`src/rtl/burst_sequencer_if.sv`:
```
// Purpose : signal bundle between burst_sequencer and its surroundings
//           (host control, data generator and downstream FIFO status).
// Ports   : master modport - host/generator side driving requests and strobes
//           slave modport  - burst_sequencer side
//   start_in, stop_in, burst_count_in[15:0]  host control requests
//   fifo_free_in[15:0]                       downstream FIFO free word count
//   gen_valid_in                             generator valid strobe
//   gen_trigger_out                          trigger to generator
//   busy_out, done_out, bursts_done_out[15:0],
//   timeout_err_out, stray_valid_err_out     status back to host
interface burst_sequencer_if;
    logic        start_in;
    logic        stop_in;
    logic [15:0] burst_count_in;
    logic [15:0] fifo_free_in;
    logic        gen_valid_in;
    logic        gen_trigger_out;
    logic        busy_out;
    logic        done_out;
    logic [15:0] bursts_done_out;
    logic        timeout_err_out;
    logic        stray_valid_err_out;

    modport master (
        output start_in, stop_in, burst_count_in, fifo_free_in, gen_valid_in,
        input  gen_trigger_out, busy_out, done_out, bursts_done_out,
               timeout_err_out, stray_valid_err_out
    );

    modport slave (
        input  start_in, stop_in, burst_count_in, fifo_free_in, gen_valid_in,
        output gen_trigger_out, busy_out, done_out, bursts_done_out,
               timeout_err_out, stray_valid_err_out
    );
endinterface

```
`src/rtl/burst_sequencer.sv`:
```
// Purpose : sequences the test-data generator into the FIFO path. Each burst
//           waits for FIFO room, pulses the generator trigger, counts the
//           returned valid words and spaces bursts apart. Reports progress,
//           completion and protocol errors to the host.
// Ports   : clk_in  - sole clock, rising edge
//           rst_in  - synchronous active-high reset
//           bus     - burst_sequencer_if.slave (host, generator, FIFO status)
//
// state      | meaning
// -----------+------------------------------------------------------------
// S_IDLE     | waiting for start_in; status outputs hold last run's values
// S_WAIT_SPC | waiting for fifo_free_in >= BURST_LEN, or leaving on stop
// S_TRIG     | gen_trigger_out high for TRIG_CYCLES
// S_RUN      | counting generator valids until BURST_LEN or timeout
// S_GAP      | enforced low time on the trigger between bursts
module burst_sequencer #(
    parameter int unsigned BURST_LEN   = 8192,
    parameter int unsigned TRIG_CYCLES = 2,
    parameter int unsigned GAP_CYCLES  = 4,
    parameter int unsigned TIMEOUT     = 16
) (
    input  logic             clk_in,
    input  logic             rst_in,
    burst_sequencer_if.slave bus
);
    localparam logic [16:0] BURST_LEN_W = 17'(BURST_LEN);
    localparam logic [15:0] TRIG_LOAD   = 16'(TRIG_CYCLES - 1);
    localparam logic [15:0] GAP_LOAD    = 16'(GAP_CYCLES - 1);
    localparam logic [15:0] IDLE_LOAD   = 16'(TIMEOUT - 1);

    typedef enum logic [2:0] {
        S_IDLE,
        S_WAIT_SPC,
        S_TRIG,
        S_RUN,
        S_GAP
    } state_t;

    state_t      state, state_next;
    logic [15:0] word_cnt;
    logic [15:0] trig_cnt;
    logic [15:0] gap_cnt;
    logic [15:0] idle_cnt;
    logic [15:0] target;
    logic        stop_pending;
    logic        start_acc;
    logic        burst_end;
    logic        timeout_hit;

    logic        trig_q;
    logic        busy_q;
    logic        done_q;
    logic [15:0] bursts_done_q;
    logic        timeout_err_q;
    logic        stray_err_q;

    always_ff @(posedge clk_in) begin
        if (rst_in) state <= S_IDLE;
        else        state <= state_next;
    end

    always_comb begin
        state_next  = state;
        start_acc   = 1'b0;
        burst_end   = 1'b0;
        timeout_hit = 1'b0;
        case (state)
            S_IDLE: begin
                if (bus.start_in) begin
                    start_acc  = 1'b1;
                    state_next = S_WAIT_SPC;
                end
            end
            S_WAIT_SPC: begin
                if (stop_pending)                               state_next = S_IDLE;
                else if ({1'b0, bus.fifo_free_in} >= BURST_LEN_W) state_next = S_TRIG;
            end
            S_TRIG: begin
                if (trig_cnt == 16'd0) state_next = S_RUN;
            end
            S_RUN: begin
                if (bus.gen_valid_in) begin
                    if ({1'b0, word_cnt} + 17'd1 == BURST_LEN_W) begin
                        burst_end = 1'b1;
                        // target compare uses the pre-increment count
                        if (stop_pending ||
                            (target != 16'd0 && {1'b0, bursts_done_q} + 17'd1 == {1'b0, target}))
                            state_next = S_IDLE;
                        else
                            state_next = S_GAP;
                    end
                end else if (idle_cnt == 16'd0) begin
                    timeout_hit = 1'b1;
                    state_next  = S_IDLE;
                end
            end
            S_GAP: begin
                if (stop_pending)          state_next = S_IDLE;
                else if (gap_cnt == 16'd0) state_next = S_WAIT_SPC;
            end
            default: state_next = S_IDLE;
        endcase
    end

    always_ff @(posedge clk_in) begin
        if (rst_in) begin
            word_cnt      <= '0;
            trig_cnt      <= '0;
            gap_cnt       <= '0;
            idle_cnt      <= '0;
            target        <= '0;
            stop_pending  <= 1'b0;
            trig_q        <= 1'b0;
            busy_q        <= 1'b0;
            done_q        <= 1'b0;
            bursts_done_q <= '0;
            timeout_err_q <= 1'b0;
            stray_err_q   <= 1'b0;
        end else begin
            // outputs come from next-state decode so they line up with the state
            trig_q <= (state_next == S_TRIG);
            busy_q <= (state_next != S_IDLE);
            done_q <= (state != S_IDLE) && (state_next == S_IDLE);

            if (state_next == S_IDLE)
                stop_pending <= 1'b0;
            else if (bus.stop_in && state != S_IDLE)
                stop_pending <= 1'b1;

            if (state_next == S_TRIG && state != S_TRIG)
                trig_cnt <= TRIG_LOAD;
            else if (state == S_TRIG && trig_cnt != 16'd0)
                trig_cnt <= trig_cnt - 16'd1;

            if (state_next == S_GAP && state != S_GAP)
                gap_cnt <= GAP_LOAD;
            else if (state == S_GAP && gap_cnt != 16'd0)
                gap_cnt <= gap_cnt - 16'd1;

            // idle timer is a down-counter reloaded on every valid word
            if (state == S_TRIG) begin
                word_cnt <= '0;
                idle_cnt <= IDLE_LOAD;
            end else if (state == S_RUN) begin
                if (bus.gen_valid_in) begin
                    word_cnt <= word_cnt + 16'd1;
                    idle_cnt <= IDLE_LOAD;
                end else if (idle_cnt != 16'd0) begin
                    idle_cnt <= idle_cnt - 16'd1;
                end
            end

            if (start_acc) begin
                target        <= bus.burst_count_in;
                bursts_done_q <= '0;
                timeout_err_q <= 1'b0;
                stray_err_q   <= 1'b0;
            end else begin
                if (burst_end && bursts_done_q != 16'hFFFF)
                    bursts_done_q <= bursts_done_q + 16'd1;
                if (timeout_hit)
                    timeout_err_q <= 1'b1;
            end

            // a stray valid coinciding with start is still reported
            if (bus.gen_valid_in && state != S_RUN)
                stray_err_q <= 1'b1;
        end
    end

    assign bus.gen_trigger_out     = trig_q;
    assign bus.busy_out            = busy_q;
    assign bus.done_out            = done_q;
    assign bus.bursts_done_out     = bursts_done_q;
    assign bus.timeout_err_out     = timeout_err_q;
    assign bus.stray_valid_err_out = stray_err_q;
endmodule

```
`src/flat_wrapper.sv`:
```
// flat-port wrapper written by rule: the top's interface ports become plain ports
module burst_sequencer_flat 
#(
    parameter int unsigned BURST_LEN   = 8192,
    parameter int unsigned TRIG_CYCLES = 2,
    parameter int unsigned GAP_CYCLES  = 4,
    parameter int unsigned TIMEOUT     = 16
)
  (clk_in, rst_in, bus_start_in, bus_stop_in, bus_burst_count_in, bus_fifo_free_in, bus_gen_valid_in, bus_gen_trigger_out, bus_busy_out, bus_done_out, bus_bursts_done_out, bus_timeout_err_out, bus_stray_valid_err_out);
  burst_sequencer_if bus_i ();
  input  logic clk_in;
  input  logic rst_in;
  input wire logic [$bits(bus_i.start_in)-1:0] bus_start_in;
  input wire logic [$bits(bus_i.stop_in)-1:0] bus_stop_in;
  input wire logic [$bits(bus_i.burst_count_in)-1:0] bus_burst_count_in;
  input wire logic [$bits(bus_i.fifo_free_in)-1:0] bus_fifo_free_in;
  input wire logic [$bits(bus_i.gen_valid_in)-1:0] bus_gen_valid_in;
  output wire logic [$bits(bus_i.gen_trigger_out)-1:0] bus_gen_trigger_out;
  output wire logic [$bits(bus_i.busy_out)-1:0] bus_busy_out;
  output wire logic [$bits(bus_i.done_out)-1:0] bus_done_out;
  output wire logic [$bits(bus_i.bursts_done_out)-1:0] bus_bursts_done_out;
  output wire logic [$bits(bus_i.timeout_err_out)-1:0] bus_timeout_err_out;
  output wire logic [$bits(bus_i.stray_valid_err_out)-1:0] bus_stray_valid_err_out;
  assign bus_i.start_in = bus_start_in;
  assign bus_i.stop_in = bus_stop_in;
  assign bus_i.burst_count_in = bus_burst_count_in;
  assign bus_i.fifo_free_in = bus_fifo_free_in;
  assign bus_i.gen_valid_in = bus_gen_valid_in;
  assign bus_gen_trigger_out = bus_i.gen_trigger_out;
  assign bus_busy_out = bus_i.busy_out;
  assign bus_done_out = bus_i.done_out;
  assign bus_bursts_done_out = bus_i.bursts_done_out;
  assign bus_timeout_err_out = bus_i.timeout_err_out;
  assign bus_stray_valid_err_out = bus_i.stray_valid_err_out;
  burst_sequencer #(.BURST_LEN(BURST_LEN), .TRIG_CYCLES(TRIG_CYCLES), .GAP_CYCLES(GAP_CYCLES), .TIMEOUT(TIMEOUT)) u_core (.clk_in(clk_in), .rst_in(rst_in), .bus(bus_i));
endmodule
```
`config.mk`:
```
export PLATFORM = sky130hd
export DESIGN_NAME = burst_sequencer_flat
export DESIGN_NICKNAME = d
export VERILOG_FILES = /design/src/rtl/burst_sequencer_if.sv /design/src/rtl/burst_sequencer.sv /design/src/flat_wrapper.sv
export SDC_FILE = /design/constraint.sdc
export NUM_CORES = 1
export LEC_CHECK = 0
export BUFFER_PORTS_ARGS = -buffer_cell sky130_fd_sc_hd__buf_2
export CAP_MARGIN = 20
export CORE_AREA = 2 2 131 133
export CTS_BUF_LIST = sky130_fd_sc_hd__clkbuf_4
export DETAILED_ROUTE_END_ITERATION = 16
export DIE_AREA = 0 0 133 135
export SYNTH_ARGS = -nofsm -noshare
export SYNTH_HDL_FRONTEND = slang
export SYNTH_SLANG_ARGS = --single-unit
```
`constraint.sdc`:
```
create_clock -name clk_in -period 4.6 [get_ports clk_in]
set_input_delay 0.23 -clock clk_in [delete_from_list [all_inputs] [get_ports clk_in]]
set_output_delay 0.23 -clock clk_in [all_outputs]
set_load 0.1 [all_outputs]
```
Word-level counts from Yosys, hierarchy flattened
Cells that the tools add are included.
Operators by class
  equality and inequality tests: 12
  shift-type cells: 0
  magnitude comparators: 1
  add/sub/neg operators: 7
  divide/modulo/power cells: 0
  reduce and logical (&&, ||, !) cells: 35
  $mul: 0
  bitwise gates (word level): 0
  muxes and demuxes: 29
Operators with widths (number)
  $reduce_bool 16->1: 4
  $logic_not 16->1: 3
  $sub 16x1->16 const B: 3
  $add 16x1->17 const B: 2
  $add 16x1->16 const B: 2
  $mux 16: 2
  $mux 3: 10
  $eq 17x14->1 const B: 1
  $eq 17x16->1: 1
  $ge 16x14->1 const B: 1
  $ne 16x16->1 const B: 1
  $pmux 3 s5: 1
  $mux 1: 12
  $reduce_bool 2->1: 5
  $reduce_or 2->1: 5
  $eq 3x2->1 const B: 3
  $logic_and 1x1->1: 9
  $reduce_bool 3->1: 3
  $mux 4: 2
  $eq 3x3->1 const B: 2
  $logic_not 3->1: 2
  $ne 3x2->1 const B: 2
  $reduce_and 2->1: 3
  $mux 2: 2
  3 further kinds: 3
Word-level totals
  memories kept: 0
  bits in registers: 105
  latch bits: 0
  RAM bits: 0
  output and inout port bits: 21
  memory bits (read-only): 0
  bits of input ports: 37
  word-level logic and storage cells: 100

Longest topological paths before layout
  depth after elaboration: 11
  gate-level depth with buffers: 10
  gate-level depth less buffers: 8

Worst setup path before layout
Ideal clock, no wire load.
  path kind: register to register
  start: reg u_core.bursts_done_q[0] (netlist: u_core.bus.bursts_done_out[0])
  end: reg u_core.gap_cnt[10]
  cell stages (with the launch flop): 11
  clock period less this slack: 3.385 ns
  data required time: 4.526 ns
  arrival: 3.311 ns
  path buffers: 2
  library setup time: 0.074 ns
  path slack: 1.215 ns
  path through: dfxtp_1 -> ha_1 -> clkbuf_1 -> nand3_1 -> or2_1 -> or4_1 -> o211ai_1 -> o2111ai_1 -> o311a_4 -> buf_6 -> nor3_2
Between the ends
  cells in the longest elaborated chain, start to end: 11
RTL lines
  start: declaration: line burst_sequencer.sv:53  | logic [15:0] bursts_done_q;
  start signal: assignment: line burst_sequencer.sv:160  | bursts_done_q <= bursts_done_q + 16'd1;
  $add 16x1->17: line burst_sequencer.sv:87  | (target != 16'd0 && {1'b0, bursts_done_q} + 17'd1 == {1'b0, target}))
  $eq 17x16->1: line burst_sequencer.sv:87
  $logic_and 1x1->1: line burst_sequencer.sv:87
  $logic_or 1x1->1: line burst_sequencer.sv:86  | if (stop_pending ||
  $mux 3: line burst_sequencer.sv:86
  $mux 3: line burst_sequencer.sv:83  | if ({1'b0, word_cnt} + 17'd1 == BURST_LEN_W) begin
  $mux 3: line burst_sequencer.sv:82  | if (bus.gen_valid_in) begin
  $pmux 3 s5: line burst_sequencer.sv:67  | case (state)
  $eq 3x3->1: line burst_sequencer.sv:135  | if (state_next == S_GAP && state != S_GAP)
  $logic_and 1x1->1: line burst_sequencer.sv:135
  $reduce_or 2->1 (no source line)
  end signal: assignment: line burst_sequencer.sv:138  | gap_cnt <= gap_cnt - 16'd1;
  end: declaration: line burst_sequencer.sv:42  | logic [15:0] gap_cnt;
No other way between the ends.
A chain may end at the register's enable or synchronous reset.

Worst setup path in the final report
  start: reg u_core.word_cnt[1]
  end: reg u_core.done_q (netlist: u_core.bus.done_out)
Between the ends
  cells in the longest elaborated chain, start to end: 7
RTL lines
  start: declaration: line burst_sequencer.sv:40  | logic [15:0] word_cnt;
  start signal: assignment: line burst_sequencer.sv:146  | word_cnt <= word_cnt + 16'd1;
  $add 16x1->17: line burst_sequencer.sv:83
  $eq 17x14->1: line burst_sequencer.sv:83
  $mux 3: line burst_sequencer.sv:83
  $mux 3: line burst_sequencer.sv:82
  $pmux 3 s5: line burst_sequencer.sv:67
  $logic_not 3->1: line burst_sequencer.sv:123  | done_q <= (state != S_IDLE) && (state_next == S_IDLE);
  $logic_and 1x1->1: line burst_sequencer.sv:123
  end signal: assignment: line burst_sequencer.sv:123
  end: declaration: line burst_sequencer.sv:52  | logic done_q;
No other way between the ends.

==> metrics.csv <==
stage;metric;value;unit
drt;drt-vias-per-instance;5.285;
clocking;clock_latency;0.48;ns
clocking;root_buffer;clkbuf_4;
grt;grt_pass1_vias;4578;
sta;fin_crit_sh;71.94;%
yosys;synth_seq_area_share;36.95;%
power_and_ir_drop;powerDensity;375.6;nW/µm²
yosys;synth_area_leaders;dfxtp_1 37%, xnor2_1 5.4%, nand2_1 5.3%, a21oi_1 4.3%, nor2_1 4.1%;
clocking;clock_sinks;105;
sta;maxSlewViolCount;0;
critical_path;cp_top_family;simple AND/OR/NAND/NOR gates;
sta;setup_tns;0;ns
cells_and_area;finalNonFillerCells;963;
sta;hold_viol;0;
placement;gp_congestion;0.8249;
sta;max_freq;302.2;MHz
cells_and_area;antennaDiodeCount;0;
sta;rsz0062_at_grt;no;
grt;grt_antenna_before_repair;0;
yosys;postSynthCellCount;707;
yosys;syn-num-nets;750;
clocking;cts_tree;yes;
cells_and_area;fin_util;38.50;%
yosys;synth.distinct_cells;66;
drt;drt_first_pass_iters;5;
sta;relSlewSlack;42.08;%
floorplan;start_util;34.68;%
floorplan;fp.dieW;133;µm
floorplan;die-height;135;µm
placement;port_buffers;44;
cells_and_area;drive_gt1_share;12.38;%
min_path;hold_path.class;primary input to flip-flop;
placement;hpwl;9381;µm
sta;finalSetupViolations;0;
drt;wirelength;13320;µm
power_and_ir_drop;ir_drop;0.2965;mV
yosys;synth_area_per_cell;8.047;µm²
sta;clock_skew;0.01563;ns
floorplan;ioPinCount;58;
critical_path;crit_chain;ha_1, and3_1, nand3_1, o31ai_1, nand4_1, nor4b_1, o21ai_0, and4b_1;
sta;tightest_slew;0.8567;ns
yosys;async_reset_ff_share;0;%
clocking;numCtsBuffers;9;
critical_path;endpoint_kind;flip-flop;
placement;placed_cell_area;6017;µm²
power_and_ir_drop;power_leakage;2.251;nW
clocking;htree_levels;3;
outcome;outcome;finished, final reports clean;
grt;grt_usage;15.11;%
critical_path;worst-setup-path-type;flip-flop to flip-flop;
clocking;cts.clk_slew.worst_paths;0.16;ns
grt;grt-ovfl-total;0;
floorplan;core;16410;µm²
yosys;synth_ff_type;dfxtp_1;
yosys;synth_seq_cells;105;
floorplan;fp-row-count;47;
run;maxCapViolCount;0;
yosys;ys.warnings.count;0;
critical_path;required;5.03;ns
drt;routedWlPerCell;13.83;µm
critical_path;start_kind;flip-flop;
grt;grt_max_degree;55;
clocking;clockBufferDepth;2;
yosys;synth_top_area_share;36.95;%
yosys;synth_most_common_cell;dfxtp_1;
clocking;post_cts_buffers;0;
yosys;synth_edf_count;0;
grt;grt_pass1_wl;22130;µm
critical_path;path_buf_inv;0;
placement;dp_cells;931;
sta;period_minus_slack;3.309;ns
critical_path;cp_slowest_cell;nor4b_1;
yosys;syn_area;5689;µm²
critical_path;critPathMaxFanout;8;
drt;drtAntennaViolNets;0;
drt;vias;5089;
drt;drc_errors;0;
cells_and_area;nets;781;
yosys;yosys-top-cells-count;105 x dfxtp_1, 81 x nand2_1, 62 x nor2_1, 49 x a21oi_1, 37 x o21ai_0;
critical_path;crit_arrival;3.74;ns
floorplan;dieArea;17960;µm²
yosys;yosysTopAreaCell;dfxtp_1;
drt;drtIter0Drc;434;
cells_and_area;final_cell_area;6317;µm²
cells_and_area;syn2layout_area_growth;11.04;%
critical_path;max_stage_delay;0.73;ns
==> per-layer routing <==
metal	GRT usage, %	vias to the layer above	part of all wire, %
met3	3.453	13	4.1
li1	-	2609	-
met1	20.39	2373	49
met2	24.32	94	46
met4	4.182	0	1.2
met5	0	-	0
==> stage by stage <==
step / worst slack, ns / power (mW) / hold slack, ns
6_report: 1.291 / 2.373 / 0.09654
5_1_grt: 1.049 / 2.551 / 0.09188
4_1_cts: 1.378 / 2.408 / 0.05064
3_5_place_dp: 1.416 / 1.897 / 0.4509
3_3_place_gp: 1.412 / 1.891 / 0.4480
2_1_floorplan: 1.215 / 1.737 / 0.3660
==> cells in the final DEF (no fill, tap or decap), types with 3 or more instances in the layout <==
cell | netlist | routed
o31ai_1 | 8 | 8
o21a_1 | 5 | 5
dlygate4sd3_1 | 0 | 16
nor3_2 | 10 | 10
buf_2 | 10 | 44
o31a_1 | 3 | 3
a21oi_1 | 49 | 49
a211oi_1 | 6 | 6
nor4b_1 | 4 | 4
dfxtp_1 | 105 | 105
or2_2 | 4 | 4
mux2i_1 | 9 | 9
nor2_1 | 62 | 62
nor4_1 | 19 | 19
nand3_2 | 3 | 3
ha_1 | 6 | 6
a31oi_1 | 6 | 6
nand4_1 | 20 | 20
and3_1 | 8 | 8
a31o_2 | 3 | 3
xor2_1 | 18 | 18
nand2b_1 | 10 | 10
a211o_1 | 4 | 4
clkbuf_4 | 0 | 10
or4_1 | 9 | 9
xnor2_1 | 35 | 35
or3_1 | 23 | 23
nor3_1 | 29 | 29
nand2_1 | 81 | 81
o21ai_0 | 37 | 37
nand3b_1 | 3 | 3
nor2b_1 | 6 | 6
inv_1 | 15 | 15
and2_1 | 6 | 6
nor4_2 | 3 | 3
nand3_1 | 22 | 22
==> final timing paths <==
| path | startpoint | depth (start not counted) | endpoint | slack, ns |
|---|---|---|---|---|
| min reg2reg | u_core.word_cnt[15]$_SDFFE_PP0P_ | 1 | u_core.word_cnt[15]$_SDFFE_PP0P_ | 0.47 |
| max | u_core.word_cnt[1]$_SDFFE_PP0P_ | 8 | u_core.bus.done_out$_SDFF_PP0_ | 1.29 |
| min | bus_gen_valid_in | 3 | u_core.bus.stray_valid_err_out$_SDFFE_PP0P_ | 0.1 |
| max reg2reg | u_core.word_cnt[1]$_SDFFE_PP0P_ | 8 | u_core.bus.done_out$_SDFF_PP0_ | 1.29 |
==> final cells by class <==
| cell class | count | area (µm²) |
|---|---|---|
| Clock buffer | 10 | 75.07 |
| Clock inverter | 6 | 65.06 |
| Fill cell | 1705 | 10090 |
| Inverter | 15 | 56.30 |
| Multi-Input combinational cell | 546 | 3356 |
| Sequential cell | 105 | 2102 |
| Tap cell | 220 | 275.3 |
| Timing Repair Buffer | 61 | 387.9 |
==> sequential cells by signal, indices dropped and copies added, names as in the netlist, 3 cells and up <==
signal,count
u_core.state,3
u_core.gap_cnt,16
u_core.trig_cnt,16
u_core.bus.bursts_done_out,16
u_core.target,16
u_core.word_cnt,16
u_core.idle_cnt,16
==> cells by family (layout without fill, tap and decap cells) <==
family,after synthesis,after routing,share of synthesized area [%]
muxes,9,9,1.584
adders and majority gates,6,6,1.320
xor gates and xnor gates,53,53,8.159
AOI/OAI and AO/OA,145,145,16.32
and+or+nand+nor,333,333,31.60
buffers and inverters,56,92,4.068
DFF,105,105,36.95
==> worst register-to-register path: cells and delay by family, from the launching register on <==
family / cells / cell delay [ns]
simple gates: 5 / 1.64
compound gates: 2 / 0.80
fa+ha+maj: 1 / 0.32
flops: 1 / 0.50
==> what timing repair did <==
| action | CTS | global route |
|---|---|---|
| hold buffers | 16 | 0 |
| hold endpoints to repair | 16 | 0 |
| gates resized for setup | 0 | 0 |
==> where the power goes <==
group	internal, mW	switching, mW	total [mW]	leakage, nW
clock	0.174	0.311	0.486	0.0788
sequential	1.01	0.101	1.11	0.850
combinational	0.295	0.478	0.773	1.32
(Power assumes the default switching activity.)
